--- config.mk ---
export PLATFORM = sky130hd
export DESIGN_NAME = fifo_wr_framer
export DESIGN_NICKNAME = d
export VERILOG_FILES = /design/src/rtl/fifo_framer_pkg.sv /design/src/rtl/framer_csum.sv /design/src/rtl/fifo_wr_framer.sv
export SDC_FILE = /design/constraint.sdc
export NUM_CORES = 1
export LEC_CHECK = 0
export ABC_AREA = 0
export BUFFER_PORTS_ARGS = -buffer_cell sky130_fd_sc_hd__buf_2
export CAP_MARGIN = 20
export CORE_ASPECT_RATIO = 0.6
export CORE_MARGIN = 2
export CORE_UTILIZATION = 32
export DETAILED_ROUTE_END_ITERATION = 6
export PLACE_DENSITY = 0.52
export SYNTH_ARGS = -nofsm -noshare
export SYNTH_HDL_FRONTEND = slang
export SYNTH_SLANG_ARGS = --single-unit
--- constraint.sdc ---
create_clock -name wr_clk -period 1.7 [get_ports wr_clk]
set_clock_uncertainty 0.1 [all_clocks]
set_input_delay 0.17 -clock wr_clk [delete_from_list [all_inputs] [get_ports wr_clk]]
set_output_delay 0.17 -clock wr_clk [all_outputs]
set_load 0.005 [all_outputs]
--- src/rtl/fifo_framer_pkg.sv ---
// Shared types and widths for the FIFO write-side framer.
// Optional checksum trailer is enabled by defining FIFO_FRAMER_CSUM_EN.
package fifo_framer_pkg;

  localparam int SEQ_W     = 8;
  localparam int PKT_CNT_W = 16;

`ifdef FIFO_FRAMER_CSUM_EN
  typedef enum logic [2:0] {
    ST_IDLE,
    ST_HDR,
    ST_DATA,
    ST_CSUM,
    ST_DROP
  } state_t;
`else
  typedef enum logic [2:0] {
    ST_IDLE,
    ST_HDR,
    ST_DATA,
    ST_DROP
  } state_t;
`endif

endpackage

--- src/rtl/framer_csum.sv ---
// XOR accumulator for the framer trailer byte: clear has priority over load,
// load over accumulate. Used only when FIFO_FRAMER_CSUM_EN is defined.
module framer_csum
  import fifo_framer_pkg::*;
#(
  parameter int DATA_W = 8
) (
  input  logic              wr_clk,
  input  logic              rst_n,
  input  logic              clear,
  input  logic              load,
  input  logic [DATA_W-1:0] load_val,
  input  logic              acc,
  input  logic [DATA_W-1:0] acc_val,
  output logic [DATA_W-1:0] csum
);

  logic [DATA_W-1:0] csum_q, csum_d;

  always_comb begin
    csum_d = csum_q;
    if (clear)     csum_d = '0;
    else if (load) csum_d = load_val;
    else if (acc)  csum_d = csum_q ^ acc_val;
  end

  // Reset is active-high, matching the rest of the write domain.
  always_ff @(posedge wr_clk or posedge rst_n) begin
    if (rst_n) csum_q <= '0;
    else       csum_q <= csum_d;
  end

  assign csum = csum_q;

endmodule

--- src/rtl/fifo_wr_framer.sv ---
// Write-side packet framer feeding async_fifo: header (sequence number),
// payload truncated at MAX_LEN, optional XOR trailer under FIFO_FRAMER_CSUM_EN.
module fifo_wr_framer
  import fifo_framer_pkg::*;
#(
  parameter int DATA_W  = 8,
  parameter int MAX_LEN = 16
) (
  input  logic                 wr_clk,
  input  logic                 rst_n,
  input  logic                 src_valid,
  input  logic [DATA_W-1:0]    src_data,
  input  logic                 src_last,
  output logic                 src_ready,
  input  logic                 full,
  output logic                 wr_en,
  output logic [DATA_W-1:0]    wr_data,
  output logic                 busy,
  output logic                 trunc_err,
  output logic [PKT_CNT_W-1:0] pkt_count
);

  localparam int LEN_W = $clog2(MAX_LEN + 1);

  state_t               state_q, state_d;
  logic [SEQ_W-1:0]     seq_q, seq_d;
  logic [LEN_W-1:0]     len_q, len_d;
  logic                 drop_q, drop_d;
  logic                 trunc_q, trunc_d;
  logic [PKT_CNT_W-1:0] cnt_q, cnt_d;
  logic                 accept;
  logic                 done;

`ifdef FIFO_FRAMER_CSUM_EN
  logic [DATA_W-1:0] csum;

  framer_csum #(
    .DATA_W (DATA_W)
  ) u_csum (
    .wr_clk   (wr_clk),
    .rst_n    (rst_n),
    .clear    (state_q == ST_IDLE),
    .load     ((state_q == ST_HDR) && !full),
    .load_val (DATA_W'(seq_q)),
    .acc      ((state_q == ST_DATA) && accept),
    .acc_val  (src_data),
    .csum     (csum)
  );
`endif

  always_comb begin
    wr_en     = 1'b0;
    src_ready = 1'b0;
    wr_data   = '0;
    case (state_q)
      ST_HDR: begin
        wr_en   = !full;
        wr_data = DATA_W'(seq_q);
      end
      ST_DATA: begin
        src_ready = !full;
        wr_en     = src_valid && !full;
        wr_data   = src_data;
      end
`ifdef FIFO_FRAMER_CSUM_EN
      ST_CSUM: begin
        wr_en   = !full;
        wr_data = csum;
      end
`endif
      ST_DROP: src_ready = 1'b1;
      default: ;
    endcase
  end

  assign accept = src_valid && src_ready;

  // done marks the final FIFO write of a frame; truncated frames count too.
  always_comb begin
    state_d = state_q;
    seq_d   = seq_q;
    len_d   = len_q;
    drop_d  = drop_q;
    trunc_d = 1'b0;
    cnt_d   = cnt_q;
    done    = 1'b0;
    case (state_q)
      ST_IDLE: if (src_valid) state_d = ST_HDR;
      ST_HDR: begin
        if (!full) begin
          len_d   = '0;
          state_d = ST_DATA;
        end
      end
      ST_DATA: begin
        if (accept) begin
          len_d = len_q + 1'b1;
          if (src_last) begin
`ifdef FIFO_FRAMER_CSUM_EN
            state_d = ST_CSUM;
`else
            state_d = ST_IDLE;
            done    = 1'b1;
`endif
          end else if (len_q == LEN_W'(MAX_LEN - 1)) begin
            trunc_d = 1'b1;
            drop_d  = 1'b1;
`ifdef FIFO_FRAMER_CSUM_EN
            state_d = ST_CSUM;
`else
            state_d = ST_DROP;
            done    = 1'b1;
`endif
          end
        end
      end
`ifdef FIFO_FRAMER_CSUM_EN
      ST_CSUM: begin
        if (!full) begin
          done    = 1'b1;
          state_d = drop_q ? ST_DROP : ST_IDLE;
        end
      end
`endif
      ST_DROP: begin
        if (accept && src_last) begin
          state_d = ST_IDLE;
          drop_d  = 1'b0;
        end
      end
      default: state_d = ST_IDLE;
    endcase
    if (done) begin
      seq_d = seq_q + 1'b1;
      cnt_d = cnt_q + 1'b1;
    end
  end

  always_ff @(posedge wr_clk or posedge rst_n) begin
    if (rst_n) begin
      state_q <= ST_IDLE;
      seq_q   <= '0;
      len_q   <= '0;
      drop_q  <= 1'b0;
      trunc_q <= 1'b0;
      cnt_q   <= '0;
    end else begin
      state_q <= state_d;
      seq_q   <= seq_d;
      len_q   <= len_d;
      drop_q  <= drop_d;
      trunc_q <= trunc_d;
      cnt_q   <= cnt_d;
    end
  end

  assign busy      = (state_q != ST_IDLE);
  assign trunc_err = trunc_q;
  assign pkt_count = cnt_q;

endmodule
==> impl_metrics.py, run 1 <==
metrics = {
    "placement": {
        "post-place-ws_ns": -0.203,
        "io_buffer_count": 40,
        "post_dp_cell_area_um2": 2290,
        "place_hpwl_um": 2980,
        "place.gp.congestion": 0.741,
        "dpl.cell_count": 299,
    },
    "yosys": {
        "synth.area.top_cells": "dfrtp_1 46%, xnor2_1 6.5%, ha_1 5.7%, nand2_1 4.5%, xor2_1 4.5%",
        "syn_nets": 195,
        "ys_seq_area_frac": 0.456,
        "synth_top_area_cell": "dfrtp_1",
        "yosys_warnings": 0,
        "ys.flop_type": "dfrtp_1",
        "yosys.cell_types.count": 37,
        "syn_area_um2": 1760,
        "async_reset_ff_frac": 1.00,
        "synth_edf_count": 0,
        "synth_top_area_frac": 0.456,
        "synth_seq_cells": 32,
        "avgSynthCellArea_um2": 10.1,
        "syn_inst": 174,
    },
    "grt": {
        "grt_usage": 0.148,
        "grt_overflow_total": 0,
        "grt_max_degree": 33,
        "antenna_found_initial": 0,
        "grt_pass1_vias": 1361,
        "grt_pass1_wl_um": 6740,
    },
    "sta": {
        "rsz0062_at_grt": "yes",
        "clock.fmax_ghz": 0.546,
        "timing.final.crit_period_ns": 1.83,
        "relSlewSlack": 0.719,
        "finalSetupTns_ns": -2.33,
        "final_max_slew_viol_count": 0,
        "finalSetupViolations": 34,
        "tightest_slew_ns": 0.421,
        "final_hold_viol_count": 0,
        "fin_crit_sh": 1.08,
        "setup_ws_ns": -0.131,
    },
    "setup_path": {
        "crit_path_cell_trace": "inv_2, ha_4, nand3b_1, and3_4, or3b_4, o22ai_1",
        "path_max_fanout": 8,
        "cp-start-kind": "flip-flop",
        "required_ns": 1.80,
        "path_class": "flip-flop to flip-flop",
        "worst_ep_arrival_time_ns": 1.93,
        "end_kind": "flip-flop",
        "slowest_delay_ns": 0.44,
        "cp_slowest_cell": "dfrtp_2",
    },
    "route": {
        "wirelength_um": 4170,
        "drtPass1Iterations": 4,
        "drc_errors": 0,
        "drt_iter0_drc": 68,
        "drtAntennaViolNets": 0,
        "vias": 1517,
        "viasPerCell": 4.85,
        "routedWlPerCell_um": 13.3,
    },
    "clock_network": {
        "clk_pin_slew_ns": 0.07,
        "clock_sinks": 32,
        "cts_root_buffer": "clkbuf_8",
        "cts_made_buffers": 5,
        "htree_levels": 2,
        "clock_latency_ns": 0.29,
        "cts_tree": "built",
        "clockBufferDepth": 2,
    },
    "floorplan": {
        "die-area_um2": 6120,
        "initial_utilization": 0.339,
        "coreArea_um2": 5180,
        "rows": 20,
        "fp.dieW_um": 99.7,
        "die_y_um": 61.4,
        "num_io_pins": 41,
    },
    "outcome": {
        "violations": "setup timing",
        "status": "finished, violations left",
    },
    "layout": {
        "syn_to_final_growth_pct": 47.4,
        "design_area_um2": 2590,
        "final_cell_mix": "40 x buf_2, 30 x dfrtp_1, 23 x buf_4",
        "diodes": 0,
        "final_cell_count_no_fill": 313,
        "layout.nets": 267,
        "layout_commonest_cell": "buf_2",
        "drive_above_1_share": 0.490,
    },
    "pwr": {
        "powerDensity_nw_per_um2": 1260,
        "ir_drop_v": 0.000518,
        "power.leakage_nw": 1.27,
    },
    "run": {
        "maxCapViolations": 0,
    },
    "min_path": {
        "hold_path.class": "input port to flip-flop",
    },
}
worst max-delay path, delay by kind of cell (launching register included):
family | cells | cell delay [ns]
AO/OA/AOI/OAI | 1 | 0.18
adder cells (fa/ha/maj) | 1 | 0.19
buffers and inverters | 1 | 0.07
flip-flops | 1 | 0.44
AND/OR/NAND/NOR | 3 | 0.75
flip-flops by register name (all words and copies together), names as in the netlist:
| register | flops |
|---|---|
| len_q | 5 |
| trunc_err | 1 |
| pkt_count | 16 |
| seq_q | 8 |
| state_q | 2 |
cell families after synthesis:
group,Yosys count,share of synthesized area
xor gates and xnor gates,22,0.110
adders and majority gates,8,0.0570
buffers and inverters,12,0.0328
muxes,1,0.00570
DFF,32,0.456
and+or+nand+nor,75,0.249
AOI/OAI and AO/OA,24,0.0897
timing repair:
item / CTS / global route
pin swaps: 17 / 6
resized for setup: 25 / 11
hold endpoints to repair: 32 / 0
buffers inserted: 3 / 1
hold buffers: 1 / 0
endpoints found under the setup margin: 39 / 40
cloned: 1 / 0
metal layers:
| metal | vias up | part of all wire | global-route usage |
|---|---|---|---|
| met5 | - | 0 | 0 |
| met4 | 0 | 0.014 | 0.0587 |
| met3 | 7 | 0.048 | 0.0397 |
| met2 | 40 | 0.39 | 0.198 |
| met1 | 704 | 0.55 | 0.225 |
| li1 | 766 | - | - |
layout make-up:
type                            count  area (um2)
Fill cell                         468        2590
Clock inverter                      3        42.5
Inverter                            8        32.5
Tap cell                           66        82.6
Multi-Input combinational cell    131        1130
Timing Repair Buffer               68         432
Sequential cell                    32         803
Clock buffer                        5        68.8
through the flow:
stage / power (W) / hold WS (ns) / util
floorplan: 0.00173 / 0.186 / -
global placement: 0.00228 / 0.180 / 0.442
detailed placement: 0.00225 / 0.187 / 0.442
CTS: 0.00323 / 0.137 / 0.491
global route: 0.00351 / 0.152 / 0.500
finish: 0.00327 / 0.152 / 0.500
path summary, 6_finish.rpt:
check | startpoint | to | slack, ns | cells past startpoint
worst max-delay path | state_q[0] | state_q[1] | -0.13 | 6
worst min-delay path | src_valid | trunc_err | 0.15 | 2
worst max register to register | state_q[0] | state_q[1] | -0.13 | 6
worst min register to register | len_q[4] | len_q[4] | 0.37 | 2
max in group asynchronous | rst_n | state_q[1] | 0.77 | 4
min in group asynchronous | rst_n | trunc_err | 0.41 | 4
power breakdown:
group          internal [W]  switching [W]
sequential         0.000879       0.000135
combinational      0.000826       0.000694
clock              0.000433       0.000301
Yosys cell counts, types with 4 or more instances:
library cell / count
a21oi_1: 5
a22oi_1: 8
and3_1: 4
dfrtp_1: 32
ha_1: 8
inv_1: 8
nand2_1: 21
nand3_1: 5
nand4_1: 8
nor2_1: 5
nor2b_1: 8
o21ai_0: 7
xnor2_1: 13
xor2_1: 9
Note: power is estimated with default switching activity, not from simulation.
==> inputs of run 2 (changes only) <==
--- a/config.mk
+++ b/config.mk
@@ -12,7 +12,7 @@
 export CORE_MARGIN = 2
 export CORE_UTILIZATION = 32
 export DETAILED_ROUTE_END_ITERATION = 6
-export PLACE_DENSITY = 0.52
+export PLACE_DENSITY = 0.5
 export SYNTH_ARGS = -nofsm -noshare
 export SYNTH_HDL_FRONTEND = slang
 export SYNTH_SLANG_ARGS = --single-unit
==> constraint.sdc (replaced) <==
create_clock -name wr_clk -period 2.15 [get_ports wr_clk]
set_clock_uncertainty 0.1 [all_clocks]
set_input_delay 0.215 -clock wr_clk [delete_from_list [all_inputs] [get_ports wr_clk]]
set_output_delay 0.215 -clock wr_clk [all_outputs]
set_load 0.005 [all_outputs]
==> impl_metrics.py, run 2 (same netlist as run 1, synthesis figures left out) <==
metrics = {
    "sta": {
        "relSlewSlack": 0.709,
        "tightest_slew_ns": 0.435,
        "worst_hold_slack_ns": 0.191,
        "final_max_slew_viol_count": 0,
        "finalSetupViolations": 0,
        "setup_ws_ns": 0.110,
        "finalSetupTns_ns": 0,
        "timing.final.crit_period_ns": 2.04,
        "clock.fmax_ghz": 0.490,
        "final_hold_viol_count": 0,
        "fin_crit_sh": 0.949,
    },
    "min_path": {
        "hp-start": "src_valid",
        "min_path_cells": 2,
        "hold_path.class": "input port to flip-flop",
        "hold-path-endpoint": "trunc_err",
    },
    "layout": {
        "syn_to_final_growth_pct": 25.1,
        "layout.nets": 244,
        "fillerInstances": 525,
        "final_cell_mix": "40 x buf_2, 32 x dfrtp_1, 21 x nand2_1",
        "postLayoutCoreUtil": 0.424,
        "drive_above_1_share": 0.291,
        "largest_reg_flops": 16,
        "layout_commonest_cell": "buf_2",
        "diodes": 0,
    },
    "outcome": {
        "status": "finished clean",
    },
    "pwr": {
        "power_w": 0.00210,
        "p_int_w": 0.00135,
        "ir_drop_v": 0.000274,
        "power_switching_w": 0.000758,
        "seqPwrFrac": 0.385,
        "powerDensity_nw_per_um2": 957,
        "power_frac_comb": 0.376,
        "swShare": 0.360,
        "clkPwrFrac": 0.239,
        "power.leakage_nw": 1.07,
    },
    "setup_path": {
        "rr_endpoint": "seq_q[7]",
        "path_class": "flip-flop to flip-flop",
        "cp-start-kind": "flip-flop",
        "required_ns": 2.26,
        "ff2ff_setup_slack_ns": 0.11,
        "r2r_cells": 7,
        "worst_ep_arrival_time_ns": 2.15,
        "r2r_start": "len_q[1]",
        "path_max_fanout": 13,
        "end_kind": "flip-flop",
    },
    "clock_network": {
        "clock_latency_ns": 0.28,
        "cts_setup_buffers": 0,
        "cts_tree": "built",
        "clk_pin_slew_ns": 0.07,
        "cts_root_buffer": "clkbuf_8",
        "clockBufferDepth": 2,
        "cts_made_buffers": 5,
        "htree_levels": 2,
        "clock_sinks": 32,
    },
    "grt": {
        "grt_overflow_total": 0,
        "grt_pass1_vias": 1287,
        "antenna_found_initial": 0,
        "grt_max_degree": 33,
        "grt_usage": 0.145,
        "grt_pass1_wl_um": 6650,
    },
    "floorplan": {
        "num_io_pins": 41,
        "coreArea_um2": 5180,
        "fp.dieW_um": 99.7,
        "initial_utilization": 0.339,
        "rows": 20,
        "die-area_um2": 6120,
        "die_y_um": 61.4,
    },
    "route": {
        "drt_iter0_drc": 47,
        "drtAntennaViolNets": 0,
        "drc_errors": 0,
        "drtPass1Iterations": 4,
        "wirelength_um": 4100,
        "vias": 1410,
        "routedWlPerCell_um": 14.2,
        "viasPerCell": 4.88,
    },
    "placement": {
        "post-place-ws_ns": 0.0652,
        "place_hpwl_um": 3050,
        "place.gp.congestion": 0.769,
        "io_buffer_count": 40,
    },
    "run": {
        "maxCapViolations": 0,
    },
}
run 2: metal layers:
metal	GRT usage	up-vias	wire length, um
met5	0	-	0
li1	-	711	-
met4	0.0470	0	46
met3	0.0454	5	238
met2	0.184	38	1510
met1	0.226	656	2310
run 2: area by class of cell:
type | instances | area [um2] | share of cell area
sequential | 32 | 801 | 0.364
inverter | 8 | 30.0 | 0.0137
multi-input combinational | 130 | 941 | 0.428
timing repair buffer | 46 | 248 | 0.113
clock buffer | 7 | 96.3 | 0.0438
tap | 66 | 82.6 | 0.0376
run 2: critical path, cell delays in order, from the launching register on:
cell and delay, ns:
dfrtp_1 0.39, ha_1 0.17, and3_1 0.17, ha_2 0.21, o211ai_2 0.11, or2_4 0.33, nor4_2 0.32, xor2_1 0.17
run 2: how the worst max path moves through the flow:
stage	start	end	depth (start not counted)
2_1_floorplan	len_q[0]	pkt_count[8]	8
3_3_place_gp	len_q[1]	pkt_count[12]	7
3_5_place_dp	state_q[0]	seq_q[7]	6
4_1_cts	state_q[0]	wr_en	6
5_1_grt	len_q[1]	pkt_count[10]	7
6_report	len_q[1]	seq_q[7]	7
run 2: timing repair:
action                     4_1_cts  5_1_grt
hold buffers                     1        0
setup endpoints to repair        0       22
gates resized for setup          0        7
hold endpoints to repair        32        0
run 2: power by group through the flow:
| stage | clock, W | sequential, W | combinational, W |
|---|---|---|---|
| floorplan | 0 | 0.000785 | 0.000519 |
| global placement | 0 | 0.000818 | 0.000782 |
| detailed placement | 0 | 0.000817 | 0.000773 |
| CTS | 0.000519 | 0.000806 | 0.000779 |
| global route | 0.000540 | 0.000826 | 0.000897 |
| finish | 0.000504 | 0.000810 | 0.000791 |
run 2: per-stage QoR:
stage,instance area (um2),std cells
after CTS,2160,289
after detailed placement,2050,281
after floorplan,1760,174
final,2200,289
after global routing,2200,289
after global placement,2050,281
